## src/rtl/out_fm_fifo_to_ram_pkg.sv

```systemverilog
// Shared types and constants for the out_fm FIFO-to-RAM mover.
package out_fm_fifo_to_ram_pkg;

    typedef enum logic [1:0] {
        StIdle,
        StRun,
        StDrain,
        StDone
    } state_e;

    localparam int unsigned DEF_TM = 8;
    localparam int unsigned DEF_TR = 16;
    localparam int unsigned DEF_TC = 8;

    function automatic int unsigned tile_size(input int unsigned tm, input int unsigned tr,
                                              input int unsigned tc);
        return tm * tr * tc;
    endfunction

    localparam int unsigned TILE_SIZE = tile_size(DEF_TM, DEF_TR, DEF_TC);

endpackage

```

## src/rtl/out_tile_addr_gen.sv

```systemverilog
// Nested tm/tr/tc tile counter with bounds check and row-major RAM address.
// Outputs are registered and advance only on pop, so they line up with FIFO read data.
module out_tile_addr_gen #(
    parameter int unsigned AW = 32,
    parameter int unsigned M  = 32,
    parameter int unsigned R  = 64,
    parameter int unsigned C  = 32,
    parameter int unsigned Tm = 8,
    parameter int unsigned Tr = 16,
    parameter int unsigned Tc = 8
) (
    input  logic          clk,
    input  logic          rst,
    input  logic          clr_i,
    input  logic          pop_i,
    input  logic [AW-1:0] base_m_i,
    input  logic [AW-1:0] base_row_i,
    input  logic [AW-1:0] base_col_i,
    output logic          vld_o,
    output logic          legal_o,
    output logic [AW-1:0] addr_o
);

    logic [AW-1:0] tm_q, tm_d, tr_q, tr_d, tc_q, tc_d;
    logic [AW-1:0] addr_q, addr_d;
    logic          legal_q, legal_d;
    logic          vld_q, vld_d;
    logic [AW-1:0] m_abs, r_abs, c_abs;

    always_comb begin
        m_abs   = base_m_i + tm_q;
        r_abs   = base_row_i + tr_q;
        c_abs   = base_col_i + tc_q;
        tm_d    = tm_q;
        tr_d    = tr_q;
        tc_d    = tc_q;
        addr_d  = addr_q;
        legal_d = legal_q;
        vld_d   = pop_i;
        if (clr_i) begin
            tm_d = '0;
            tr_d = '0;
            tc_d = '0;
        end else if (pop_i) begin
            legal_d = (m_abs < AW'(M)) && (r_abs < AW'(R)) && (c_abs < AW'(C));
            addr_d  = m_abs * AW'(R * C) + r_abs * AW'(C) + c_abs;
            // tc is innermost, tm outermost
            if (tc_q == AW'(Tc - 1)) begin
                tc_d = '0;
                if (tr_q == AW'(Tr - 1)) begin
                    tr_d = '0;
                    tm_d = (tm_q == AW'(Tm - 1)) ? '0 : tm_q + 1'b1;
                end else begin
                    tr_d = tr_q + 1'b1;
                end
            end else begin
                tc_d = tc_q + 1'b1;
            end
        end
    end

    always_ff @(posedge clk or negedge rst) begin
        if (!rst) begin
            tm_q    <= '0;
            tr_q    <= '0;
            tc_q    <= '0;
            addr_q  <= '0;
            legal_q <= 1'b0;
            vld_q   <= 1'b0;
        end else begin
            tm_q    <= tm_d;
            tr_q    <= tr_d;
            tc_q    <= tc_d;
            addr_q  <= addr_d;
            legal_q <= legal_d;
            vld_q   <= vld_d;
        end
    end

    assign vld_o   = vld_q;
    assign legal_o = legal_q;
    assign addr_o  = addr_q;

endmodule

```

## src/rtl/out_fm_fifo_to_ram.sv

```systemverilog
// Drains one out_fm tile from the output FIFO into the out_fm RAM, discarding
// elements that fall outside the feature-map bounds; pulses done after the last write.
module out_fm_fifo_to_ram
    import out_fm_fifo_to_ram_pkg::*;
#(
    parameter int unsigned AW = 32,
    parameter int unsigned DW = 32,
    parameter int unsigned M  = 32,
    parameter int unsigned R  = 64,
    parameter int unsigned C  = 32,
    parameter int unsigned Tm = DEF_TM,
    parameter int unsigned Tr = DEF_TR,
    parameter int unsigned Tc = DEF_TC
) (
    input  logic          clk,
    input  logic          rst,
    input  logic          start,
    output logic          done,
    output logic          fifo_pop,
    input  logic          fifo_empty,
    input  logic [DW-1:0] data_from_fifo,
    output logic          ram_wena,
    output logic [AW-1:0] ram_addr,
    output logic [DW-1:0] data_to_ram,
    input  logic [AW-1:0] tile_base_m,
    input  logic [AW-1:0] tile_base_row,
    input  logic [AW-1:0] tile_base_col
);

    localparam int unsigned TileSize = tile_size(Tm, Tr, Tc);

    state_e        state_q, state_d;
    logic [AW-1:0] pop_cnt_q, pop_cnt_d;
    logic          drain_q, drain_d;
    logic [AW-1:0] base_m_q, base_m_d, base_row_q, base_row_d, base_col_q, base_col_d;
    logic          ram_wena_q, ram_wena_d;
    logic [AW-1:0] ram_addr_q, ram_addr_d;
    logic [DW-1:0] data_q, data_d;
    logic          clr;
    logic          gen_vld, gen_legal;
    logic [AW-1:0] gen_addr;

    always_comb begin
        state_d    = state_q;
        pop_cnt_d  = pop_cnt_q;
        drain_d    = drain_q;
        base_m_d   = base_m_q;
        base_row_d = base_row_q;
        base_col_d = base_col_q;
        fifo_pop   = 1'b0;
        clr        = 1'b0;
        done       = 1'b0;
        unique case (state_q)
            StIdle: begin
                if (start) begin
                    state_d    = StRun;
                    pop_cnt_d  = '0;
                    base_m_d   = tile_base_m;
                    base_row_d = tile_base_row;
                    base_col_d = tile_base_col;
                    clr        = 1'b1;
                end
            end
            StRun: begin
                if (!fifo_empty) begin
                    fifo_pop  = 1'b1;
                    pop_cnt_d = pop_cnt_q + 1'b1;
                    if (pop_cnt_q == AW'(TileSize - 1)) begin
                        state_d = StDrain;
                        drain_d = 1'b0;
                    end
                end
            end
            StDrain: begin
                // two cycles: lets the final pop reach the RAM write register
                drain_d = 1'b1;
                if (drain_q) state_d = StDone;
            end
            StDone: begin
                done    = 1'b1;
                state_d = StIdle;
            end
            default: state_d = StIdle;
        endcase
    end

    always_comb begin
        ram_wena_d = gen_vld && gen_legal;
        ram_addr_d = ram_wena_d ? gen_addr : ram_addr_q;
        data_d     = ram_wena_d ? data_from_fifo : data_q;
    end

    always_ff @(posedge clk or negedge rst) begin
        if (!rst) begin
            state_q    <= StIdle;
            pop_cnt_q  <= '0;
            drain_q    <= 1'b0;
            base_m_q   <= '0;
            base_row_q <= '0;
            base_col_q <= '0;
            ram_wena_q <= 1'b0;
            ram_addr_q <= '0;
            data_q     <= '0;
        end else begin
            state_q    <= state_d;
            pop_cnt_q  <= pop_cnt_d;
            drain_q    <= drain_d;
            base_m_q   <= base_m_d;
            base_row_q <= base_row_d;
            base_col_q <= base_col_d;
            ram_wena_q <= ram_wena_d;
            ram_addr_q <= ram_addr_d;
            data_q     <= data_d;
        end
    end

    out_tile_addr_gen #(
        .AW (AW),
        .M  (M),
        .R  (R),
        .C  (C),
        .Tm (Tm),
        .Tr (Tr),
        .Tc (Tc)
    ) u_addr_gen (
        .clk        (clk),
        .rst        (rst),
        .clr_i      (clr),
        .pop_i      (fifo_pop),
        .base_m_i   (base_m_q),
        .base_row_i (base_row_q),
        .base_col_i (base_col_q),
        .vld_o      (gen_vld),
        .legal_o    (gen_legal),
        .addr_o     (gen_addr)
    );

    assign ram_wena    = ram_wena_q;
    assign ram_addr    = ram_addr_q;
    assign data_to_ram = data_q;

endmodule

```

## config.mk

```make
export PLATFORM = sky130hd
export DESIGN_NAME = out_fm_fifo_to_ram
export DESIGN_NICKNAME = d
export VERILOG_FILES = /design/src/rtl/out_fm_fifo_to_ram_pkg.sv /design/src/rtl/out_tile_addr_gen.sv /design/src/rtl/out_fm_fifo_to_ram.sv
export SDC_FILE = /design/constraint.sdc
export NUM_CORES = 1
export LEC_CHECK = 0
export CELL_PAD_IN_SITES_DETAIL_PLACEMENT = 0
export CELL_PAD_IN_SITES_GLOBAL_PLACEMENT = 1
export CORE_MARGIN = 2
export CORE_UTILIZATION = 40
export DETAILED_ROUTE_END_ITERATION = 6
export PLACE_DENSITY = 0.81
export SLEW_MARGIN = 20
export SYNTH_ARGS = -nofsm -noshare
export SYNTH_HDL_FRONTEND = slang
export SYNTH_SLANG_ARGS = --single-unit
```

## constraint.sdc

```tcl
create_clock -name clk -period 11.15 [get_ports clk]
set_input_delay 1.115 -clock clk [delete_from_list [all_inputs] [get_ports clk]]
set_output_delay 1.115 -clock clk [all_outputs]
set_load 0.005 [all_outputs]
```

## Word-level counts from Yosys, hierarchy flattened

Cells that the tools add are included.

- Multiplexer cells: 28
- Reduce and logical (&&, ||, !) cells: 16
- Equal/unequal tests: 11
- Order comparisons: 3
- Bitwise gates (word level): 1
- Add/subtract/negate cells: 9

Operators by type and width:

| operator | count |
|---|---|
| two-way mux 32 bit | 14 |
| adder 32 bit | 5 |
| adder 32 x 1 -> 32 bit, second input constant | 4 |
| == test 32 x 3 -> 1 bit, second input constant | 2 |
| less-than comparator 32 x 6 -> 1 bit, second input constant | 2 |
| case mux 32 bit (2 select lines) | 1 |
| == test 32 x 10 -> 1 bit, second input constant | 1 |
| == test 32 x 4 -> 1 bit, second input constant | 1 |
| less-than comparator 32 x 7 -> 1 bit, second input constant | 1 |
| nonzero test 2 bit | 5 |
| AND reduction 3 bit | 3 |
| two-way mux 2 bit | 4 |
| != test 2 bit, second input constant | 4 |
| case mux 2 bit (4 select lines) | 1 |
| two-way mux 1 bit | 7 |
| AND reduction 2 bit | 3 |
| == test 2 bit, second input constant | 2 |
| AND reduction 4 bit | 1 |
| logical AND 1 bit | 3 |
| == test 2 x 1 -> 1 bit, second input constant | 1 |
| zero test 2 bit | 1 |
| case mux 1 bit (2 select lines) | 1 |
| inverter 1 bit | 1 |

- Output and inout bits: 67
- Input bits: 132
- Logic and storage cells: 83
- Bits in registers: 326

## Longest topological paths before layout

Gate-level depths: netlist of run 1.

- Depth in word-level cells: 6
- Mapped depth: 24
- Depth with buffers taken out: 24

## By module

From an unflattened synthesis of run 1, not the netlist that was laid out.

- Cell total of the unflattened synthesis: 2131
- Area total of the unflattened synthesis: 21018.9 sq um

By module, submodules not included:

| module | instances | cells each | area each (sq um) | seq. area each (sq um) |
|---|---|---|---|---|
| out_tile_addr_gen | 1 | 1563 | 13097.6 | 3253.1 |
| out_fm_fifo_to_ram | 1 | 568 | 7921.3 | 4904.7 |

## Least setup slack after synthesis of run 1

No wires, ideal clock.

- Kind: register to register
- From: register u_addr_gen.tc_q[0]
- To: register u_addr_gen.addr_q[31], in the netlist u_addr_gen.addr_o[31]
- Path slack: 5.729 ns
- Data required time: 11.011 ns
- Data arrival time: 5.282 ns
- Clock period less this slack: 5.421 ns
- Setup time: 0.139 ns
- Buffers on the path: 0
- Cell stages (with the launch flop): 25
- Path through: dfrtp_1 > ha_1 > fa_1 > a211oi_1 > o211a_1 > o21ai_0 > a21oi_1 > o21ai_0 > a21oi_1 > xor2_1 > fa_1 > inv_1 > ha_1 > and2_1 > a31o_2 > a311oi_1 > a211oi_1 > nor2_1 > nor4b_1 > or4_1 > a31oi_1 > a21o_1 > a21oi_1 > xnor2_1 > o21ai_0

- Cells in the longest elaborated chain, start to end: 2

Ends and longest elaborated chain:

| what | RTL line | RTL |
|---|---|---|
| start, declared | out_tile_addr_gen.sv:24 | `logic [AW-1:0] tm_q, tm_d, tr_q, tr_d, tc_q, tc_d;` |
| start signal, assigned | out_tile_addr_gen.sv:73 | `tc_q <= tc_d;` |
| adder 32 bit | out_tile_addr_gen.sv:33 | `c_abs = base_col_i + tc_q;` |
| adder 32 bit | out_tile_addr_gen.sv:46 | `addr_d = m_abs * AW'(R * C) + r_abs * AW'(C) + c_abs;` |
| end signal, assigned | out_tile_addr_gen.sv:74 | `addr_q <= addr_d;` |
| end, declared | out_tile_addr_gen.sv:25 | `logic [AW-1:0] addr_q, addr_d;` |

Every way passes these cells.
A chain may end at the register's enable or synchronous reset.

## Worst setup path in the final report of run 1

Same ends and word-level chain as after synthesis.

==> impl_metrics.ini, run 1 <==
[setup_path]
cp.required_ns = 11.57
crit_type = reg2reg
path_max_fanout = 6
worst_setup_path_start_kind = flop
arrival_ns = 6.56
endpoint_kind = flop

[power]
leakagePower_nw = 11.3
power.density_nw_per_um2 = 263
vdd.ir_drop.worst_mv = 0.170

[synth]
syn_inst = 2138
synth_area_sq_um = 20900
synth_cell_types = 85
synth_edf_count = 0
synthAdderAreaFrac_pct = 10.2
syn-num-nets = 2427
synthXorXnorAreaFrac_pct = 7.22
syn_area_per_cell_sq_um = 9.76
ys_seq_area_share_pct = 39.1
ys_seq_elements = 326
netlist.area_leader.share_pct = 39.1
synth_top_family_by_area = simple AND/OR/NAND/NOR gates
synth-compound-area-share_pct = 14.8
synth_largest_area_cell = dfrtp_1
synth-simple-area-share_pct = 16.6
yosysMostFrequentCell = dfrtp_1
async_flop_share_pct = 100
synth_flop_cell = dfrtp_1
synthTopCellsByArea = dfrtp_1, mux2_2, ha_1
synthTopCellsByCount = dfrtp_1, nand2_1, mux2_2
ys_warn_count = 0
synth.area.mux_share_pct = 9.36

[run]
cap_violations = 0

[global_route]
grt-ovfl-total = 0
grt_first_pass_wirelength_mm = 89.2
antenna_found_initial = 0
grt_start_max_net_pins = 146
track_usage_pct = 20.9
grt_pass1_vias = 16300

[floorplan]
dieArea_sq_um = 54000
die_h_um = 232
floorplan.io_pins = 199
fp.coreArea_sq_um = 51400
rows = 83
die-width_um = 232
start_util_pct = 40.6

[cts]
cts_buffers = 39
cts_resized = 0
clkLatencyLatePin_ns = 0.56
clk_pin_slew_ns = 0.06
cts_hold_buf = 0
clk_path_buf_depth = 3
cts_tree = built
h-tree-depth = 2
cts-root-buf = clkbuf_16
cts_sinks = 326
cts_setup_buffers = 0

[timing]
fin_tns_setup_ns = 0
final.period_utilization_pct = 55.0
max_slew_margin_pct = 26.1
clock_skew_ns = 0.00961
fin_crit_ns = 6.14
setup_viol = 0
slew_violations = 0
hold_viol = 0
layout_setup_ws_ns = 5.01
fmaxAchievable_ghz = 0.163
rsz0062_at_grt = false
tightest_slew_ns = 1.09
hold_ws_ns = 0.477

[drt]
drc = 0
viasPerCell = 5.55
avgRoutedWirePerCell_um = 18.7
drt_wl_total_mm = 56.9
num_vias = 16900
drtPass1Iterations = 5
antenna_left = 0
drt-initial-drc-count = 1154

[place]
dp.final_hpwl_mm = 43.9
dp_cells = 2969
numPortBuffers = 198
dpl_worst_slack_ns = 5.06
gp_congestion = 0.900

[finish]
drive_gt1_share_pct = 11.3
layout.nets = 2619
final_util_pct = 48.3
area_growth_pct = 18.9
num_antenna_cells = 0
finalNonFillerCells = 3038

[worst_hold_path]
hold_path_class = reg2reg

[run_status]
outcome = finished, final reports clean
[layer usage]
| metal | up-vias | part of all wire [%] | GRT usage [%] |
|---|---|---|---|
| met1 | 8142 | 48 | 30.2 |
| met2 | 465 | 44 | 31.9 |
| met5 | - | 0 | 0 |
| met4 | 0 | 3.2 | 7.45 |
| li1 | 8154 | - | - |
| met3 | 96 | 5.5 | 3.07 |
[critical path, stage by stage (launching register included)]
cell      delay (ns)
dfrtp_1         0.43
ha_1            0.25
fa_1            0.44
a211oi_1        0.34
o211a_1         0.28
o21ai_0         0.11
a21oi_1         0.34
o21ai_0         0.12
a21oi_1         0.18
xor2_1          0.13
fa_1            0.55
inv_1           0.04
ha_1            0.34
and2_1          0.17
a31o_2          0.21
a311oi_1        0.48
a211oi_1        0.17
nor2_1          0.17
nor4b_1         0.32
or4_1           0.20
a31oi_1         0.11
a21o_1          0.20
a21oi_1         0.17
xnor2_1         0.13
o21ai_0         0.08
[cell families (layout without fill, tap and decap cells)]
family,after synthesis,count (layout)
multiplexers,174,174
buffers and inverters,140,360
XOR/XNOR,171,171
flip-flops,326,326
adder cells (fa/ha/maj),157,157
AO/OA/AOI/OAI,479,479
AND/OR/NAND/NOR,691,691
[layout by cell type, fill, tap and decap left out, drive strengths merged, types with 8 or more instances in the layout]
cell and count:
dfrtp 326, clkdlybuf4s50 197, nand2 171, mux2 168, nor2 167, ha 134, o21ai 131, a21oi 115
xor2 107, inv 86, nand3 64, xnor2 64, clkbuf 55, a21o 53, and3 42, nor3 41
nand4 40, nor4 33, a31oi 25, or3 25, nand2b 23, fa 23, o211ai 20, nor2b 20
o21a 19, a211oi 18, and2 17, and4 14, o21bai 11, a2111oi 10, buf 10, o31ai 9
clkinv 8
[sequential cells by signal (all words and copies together), names as in the netlist, 2 cells and up]
| name | count |
|---|---|
| u_addr_gen.tr_q | 32 |
| base_row_q | 32 |
| u_addr_gen.addr_o | 32 |
| pop_cnt_q | 32 |
| state_q | 2 |
| base_m_q | 32 |
| data_to_ram | 32 |
| u_addr_gen.tc_q | 32 |
| u_addr_gen.tm_q | 32 |
| base_col_q | 32 |
| ram_addr | 32 |
[power breakdown]
part	internal, mW	total (mW)	switching (mW)
Clock	0.731	1.25	0.516
Sequential	1.46	1.69	0.239
Combinational	1.55	3.59	2.04
Total	3.73	6.53	2.80
[stage by stage]
stage | cell area (sq um) | total power, mW
5_1_grt | 24800 | 7.08
3_5_place_dp | 23600 | 5.25
4_1_cts | 24800 | 6.56
3_3_place_gp | 23600 | 5.19
6_report | 24800 | 6.53
2_1_floorplan | 20900 | 4.28
[path summary, 6_finish.rpt]
check,startpoint,endpoint,slack (ns),depth (start not counted)
worst max register to register,u_addr_gen.tc_q[0],u_addr_gen.addr_o[31],5.01,24
worst max-delay path,u_addr_gen.tc_q[0],u_addr_gen.addr_o[31],5.01,24
max in group asynchronous,rst,u_addr_gen.tr_q[3],8.46,3
worst min-delay path,u_addr_gen.addr_o[8],u_addr_gen.addr_o[8],0.48,2
min in group asynchronous,rst,base_m_q[23],0.61,1
worst min register to register,u_addr_gen.addr_o[8],u_addr_gen.addr_o[8],0.48,2
[final cells by class]
cell class / count / area (sq um)
fill: 4803 / 26600
clock buffer: 55 / 1090
multi-input combinational: 1672 / 12200
sequential: 326 / 8160
clock inverter: 14 / 151
timing repair buffer: 207 / 2070
tap: 680 / 851
inverter: 84 / 315
Note: power is estimated with default switching activity, not from simulation.
==> run 2: changes to the inputs <==
clock period = 6.1 ns   (was 11.15 ns; I/O delays follow)
==> run 2 against run 1 <==
Combinational power grew 85%. Design area grew 0.79%. Clock skew grew 0.011 ns. Routed wire length grew 0.72%. Power grew 88%. Sequential share of layout area shrank 0.26 points. Via count grew 0.21%. Register-to-register slack lost 4.5 ns. Worst setup slack lost 4.5 ns. Fmax grew 9.6%. Clock power grew 100%. Die area is the same. Critical endpoint unchanged. Highest routed layer unchanged.
==> impl_metrics.ini, run 2 (synthesized netlist as in run 1, its figures left out) <==
[run_status]
outcome = finished, final reports clean

[timing]
setup_viol = 0
tightest_slew_ns = 1.21
slew_violations = 0
fin_crit_ns = 5.60
hold_viol = 0
clock_skew_ns = 0.0205
final.period_utilization_pct = 91.8
max_slew_margin_pct = 18.3
fmaxAchievable_ghz = 0.179

[finish]
area_growth_pct = 19.9
final_util_pct = 48.6
layout.nets = 2621
mostFrequentLayoutCells = dfrtp_1, clkdlybuf4s50_1, nand2_1, mux2_2, nor2_1
finalNonFillerCells = 3043
multi_input_comb_area_sq_um = 12200
seq_area_sq_um = 8160
nFillCells = 4772
layout_commonest_cell = dfrtp_1
num_antenna_cells = 0
drive_gt1_share_pct = 12.0

[floorplan]
fp.coreArea_sq_um = 51400
dieArea_sq_um = 54000
die-width_um = 232
rows = 83
floorplan.io_pins = 199
start_util_pct = 40.6
die_h_um = 232

[setup_path]
worst_setup_path_start_kind = flop
path_max_fanout = 7
cp.required_ns = 6.52
crit_type = reg2reg
arrival_ns = 6.02
max_stage_delay_ns = 0.55
reg2reg_from = u_addr_gen.tc_q[2]
cpMaxStageDelayCell = or4_1
cp_cell_sequence = ha_1 > o211ai_1 > o211ai_1 > a31oi_1 > o21ai_1 > nand3_1 > a32oi_1 > xor2_1 > fa_1 > ha_1 > nand3_1 > a211oi_1 > nor2_1 > nor4b_2 > or4_1 > a31oi_1 > a21o_1 > a21oi_1 > xnor2_1 > o21ai_0
endpoint_kind = flop
crit_start = u_addr_gen.tc_q[2]
crit_buf_inv = 0
critPathTopFamily = compound AO/OA/AOI/OAI gates

[global_route]
grt-ovfl-total = 0
antenna_found_initial = 0
grt_start_max_net_pins = 150
track_usage_pct = 21.3
grt_first_pass_wirelength_mm = 90.6
grt_pass1_vias = 16500

[worst_hold_path]
hold_path_class = in2async

[power]
vdd.ir_drop.worst_mv = 0.357
leakagePower_nw = 11.4
clkPwrFrac_pct = 20.4
switching_share_pct = 42.2
switchingPower_mw = 5.17
pwr-share-comb_pct = 54.2
internal_power_mw = 7.09
power.density_nw_per_um2 = 491
pwr-share-seq_pct = 25.4

[drt]
viasPerCell = 5.55
drt_wl_total_mm = 57.3
antenna_left = 0
drc = 0
num_vias = 16900
drtPass1Iterations = 5
avgRoutedWirePerCell_um = 18.8
drt-initial-drc-count = 1241

[cts]
clkLatencyLatePin_ns = 0.57
cts_hold_buf = 0
clk_path_buf_depth = 3
cts_sinks = 326
cts_buffers = 39
clk_pin_slew_ns = 0.06
cts_tree = built
cts-root-buf = clkbuf_16
h-tree-depth = 2

[place]
dp_cells = 2971
dp.final_hpwl_mm = 44.2
gp_congestion = 0.895
numPortBuffers = 198

[run]
cap_violations = 0
==> run 2: cell types whose count changed in the layout (fill, tap and decap cells not counted), sizes merged <==
cell / previous run / this run
clkbuf: 55 / 50
bufinv: 2 / 6
buf: 10 / 12
clkinv: 8 / 10
clkinvlp: 2 / 4
==> run 2: what timing repair did <==
action,in CTS,in global routing
buffers inserted,0,0
setup endpoints to repair,0,3
resized for setup,0,5
==> run 2: cell type report <==
| cell class | instances | area share (%) |
|---|---|---|
| clock inverter | 22 | 1.19 |
| inverter | 84 | 1.26 |
| timing repair buffer | 209 | 8.33 |
| tap | 680 | 3.40 |
| multi-input combinational | 1672 | 48.8 |
| sequential | 326 | 32.6 |
| clock buffer | 50 | 4.39 |
==> run 2: worst paths after layout <==
check / slack [ns] / end / cells past startpoint
max: 0.50 / u_addr_gen.addr_o[31] / 20
min in group clk: 0.48 / u_addr_gen.addr_o[17] / 2
min reg2reg: 0.48 / u_addr_gen.addr_o[17] / 2
min: 0.08 / base_m_q[23] / 1
max reg2reg: 0.50 / u_addr_gen.addr_o[31] / 20
max in group asynchronous: 4.50 / u_addr_gen.tr_q[17] / 2
==> run 2: per-stage QoR <==
step / cell area (sq um) / hold slack (ns) / power (mW) / worst slack (ns) / TNS [ns]
after global routing: 25000 / 0.141 / 13.3 / -0.00683 / -0.00683
after detailed placement: 23600 / 0.471 / 9.66 / 0.320 / 0
after CTS: 25000 / 0.108 / 12.3 / 0.289 / 0
after floorplan: 20900 / 0.314 / 7.83 / 0.679 / 0
final: 25000 / 0.0800 / 12.3 / 0.498 / 0
after global placement: 23600 / 0.463 / 9.54 / 0.393 / 0
==> run 2: layer usage <==
metal	global-route usage, %	share of wire [%]	vias up
met3	3.39	6.1	87
met4	7.55	2.9	0
li1	-	-	8165
met2	32.9	45	460
met5	0	0	-
met1	30.0	46	8181
==> run 2: power groups by stage <==
stage,logic [mW],clock network [mW],registers (mW)
after floorplan,4.93,0,2.90
after global placement,6.40,0,3.13
after detailed placement,6.51,0,3.15
after CTS,6.56,2.58,3.12
after global routing,7.46,2.65,3.17
final,6.65,2.50,3.11
==> run 2: worst register-to-register path, stage by stage, from the launching register on <==
cell and delay (ns):
dfrtp_1 0.47, ha_1 0.42, o211ai_1 0.16, o211ai_1 0.38, a31oi_1 0.22, o21ai_1 0.35, nand3_1 0.17, a32oi_1 0.26
xor2_1 0.29, fa_1 0.46, ha_1 0.39, nand3_1 0.11, a211oi_1 0.28, nor2_1 0.10, nor4b_2 0.17, or4_1 0.55
a31oi_1 0.23, a21o_1 0.16, a21oi_1 0.08, xnor2_1 0.14, o21ai_0 0.08
==> run 3: changes to the inputs <==
CORE_ASPECT_RATIO = 0.75   (was unset)
==> run 3 against run 2 <==
Routed wire length fell by 0.91%. Critical endpoint unchanged. Worst setup slack got worse by 0.078 ns. Clock skew grew 0.0024 ns.
==> impl_metrics.ini, run 3 (synthesized netlist as in run 1, its figures left out) <==
[run_status]
outcome = finished, final reports clean

[global_route]
grt-ovfl-total = 0
grt_first_pass_wirelength_mm = 91.3
grt_start_max_net_pins = 154
antenna_found_initial = 1
grt_pass1_vias = 16600
track_usage_pct = 21.1

[floorplan]
rows = 72
die_h_um = 202
dieArea_sq_um = 54000
start_util_pct = 40.5
fp.coreArea_sq_um = 51500
die-width_um = 268
floorplan.io_pins = 199

[place]
gp_congestion = 0.941
dp.final_hpwl_mm = 44.4
numPortBuffers = 198

[power]
pwr-share-comb_pct = 55.3
pwr-share-seq_pct = 25.4
switching_share_pct = 42.7
switchingPower_mw = 5.23
vdd.ir_drop.worst_mv = 0.360
leakagePower_nw = 11.4
power.density_nw_per_um2 = 490
total_power_mw = 12.2
clkPwrFrac_pct = 19.3
internal_power_mw = 7.01

[cts]
clk_path_buf_depth = 3
clk_pin_slew_ns = 0.06
cts_sinks = 326
cts_setup_buffers = 0
clkLatencyLatePin_ns = 0.56
cts-root-buf = clkbuf_16
h-tree-depth = 2
cts_tree = built
cts_buffers = 38

[timing]
slew_violations = 0
hold_viol = 0
rsz0062_at_grt = false
clock_skew_ns = 0.0229
fin_crit_ns = 5.68
fmaxAchievable_ghz = 0.176
setup_viol = 0
final.period_utilization_pct = 93.1
fin_tns_setup_ns = 0
tightest_slew_ns = 0.956
max_slew_margin_pct = 36.3

[finish]
drive_gt1_share_pct = 11.8
area_growth_pct = 19.7
layout_commonest_cell = dfrtp_1
layout.nets = 2623
num_antenna_cells = 0
mostFrequentLayoutCells = dfrtp_1, clkdlybuf4s50_1, nand2_1, mux2_2, nor2_1
nFillCells = 4811

[setup_path]
rrSetupSlack_ns = 0.42
path_max_fanout = 6
crit_type = reg2reg
endpoint_kind = flop
worst_setup_path_start_kind = flop
r2r_cells = 24
cp.required_ns = 6.49
r2r_end = u_addr_gen.addr_o[31]
reg2reg_from = u_addr_gen.tc_q[0]
arrival_ns = 6.07

[drt]
num_vias = 17000
drc = 0
viasPerCell = 5.54
drt_wl_total_mm = 56.8
avgRoutedWirePerCell_um = 18.5
drt-initial-drc-count = 1513
dr_wl_met3_mm = 3.44
drtPass1Iterations = 6
highest_layer = met4
wl_met2_mm = 23.9
antenna_left = 0
wl_met1_mm = 28.0

[worst_hold_path]
min_from = u_addr_gen.addr_o[10]
min_to = u_addr_gen.addr_o[10]
hold_depth = 2
hold_path_class = reg2reg

[run]
cap_violations = 0
run 3: cell count changes in the layout (fill, tap and decap cells not counted), sizes merged:
cell | previous run | this run
clkinv | 10 | 6
clkbuf | 50 | 53
buf | 12 | 14
bufinv | 6 | 4
clkinvlp | 4 | 3
dlygate4sd3 | 0 | 1
inv | 86 | 87
run 3: cell type report:
class                           instances  area (sq um)  share of cell area, %
Timing Repair Buffer                  212          2120                   8.49
Multi-Input combinational cell       1672         12200                   48.8
Clock buffer                           53          1110                   4.44
Inverter                               84           315                   1.26
Sequential cell                       326          8160                   32.7
Clock inverter                         16           199                  0.797
Tap cell                              703           880                   3.52
run 3: worst max path at each step:
stage | startpoint | to | slack (ns) | cells after the start
finish | u_addr_gen.tc_q[0] | u_addr_gen.addr_o[31] | 0.42 | 24
global route | u_addr_gen.tc_q[0] | u_addr_gen.addr_o[31] | 0.02 | 24
CTS | u_addr_gen.tc_q[0] | u_addr_gen.addr_o[31] | 0.36 | 24
detailed placement | u_addr_gen.tc_q[0] | u_addr_gen.addr_o[31] | 0.39 | 24
global placement | u_addr_gen.tc_q[0] | u_addr_gen.addr_o[31] | 0.43 | 24
floorplan | u_addr_gen.tc_q[0] | u_addr_gen.addr_o[31] | 0.68 | 24
run 3: repair_timing:
action | 4_1_cts | 5_1_grt
setup endpoints to repair | 0 | 4
gates resized for setup | 0 | 3
hold buffers | 1 | 0
endpoints found under the hold margin | 25 | 0
run 3: routing by layer:
| metal | vias up | GRT usage, % |
|---|---|---|
| li1 | 8170 | - |
| met5 | - | 0 |
| met4 | 0 | 5.93 |
| met1 | 8249 | 31.9 |
| met2 | 495 | 31.0 |
| met3 | 83 | 3.54 |
run 3: metrics by stage:
stage / instance area [sq um] / std cells / hold WS, ns / utilization (%) / worst slack, ns
6_report: 25000 / 3066 / 0.478 / 48.5 / 0.420
3_3_place_gp: 23600 / 2996 / 0.464 / 45.9 / 0.429
5_1_grt: 25000 / 3066 / 0.506 / 48.5 / 0.0209
2_1_floorplan: 20900 / 2138 / 0.314 / - / 0.679
4_1_cts: 25000 / 3066 / 0.484 / 48.4 / 0.363
3_5_place_dp: 23600 / 2996 / 0.468 / 45.9 / 0.386
run 3: power groups by stage:
stage               Sequential (mW)  Combinational, mW  Clock, mW
detailed placement             3.14               6.62          0
CTS                            3.11               6.68       2.43
finish                         3.10               6.77       2.36
global route                   3.16               7.52       2.53
floorplan                      2.90               4.93          0
global placement               3.12               6.46          0
run 3: critical path: stages, from the launching register on:
cell and delay [ns]:
dfrtp_1 0.44, ha_1 0.25, fa_1 0.44, a211oi_1 0.33, o211a_1 0.27, o21ai_0 0.10
a21oi_1 0.19, o21ai_0 0.10, a21oi_1 0.17, xor2_1 0.12, fa_1 0.55, inv_1 0.05
ha_1 0.33, and2_1 0.17, a31o_2 0.21, a311oi_1 0.34, a211oi_1 0.15, nor2_1 0.16
nor4b_2 0.27, or4_1 0.18, a31oi_1 0.11, a21o_1 0.20, a21oi_1 0.17, xnor2_1 0.13
o21ai_0 0.09
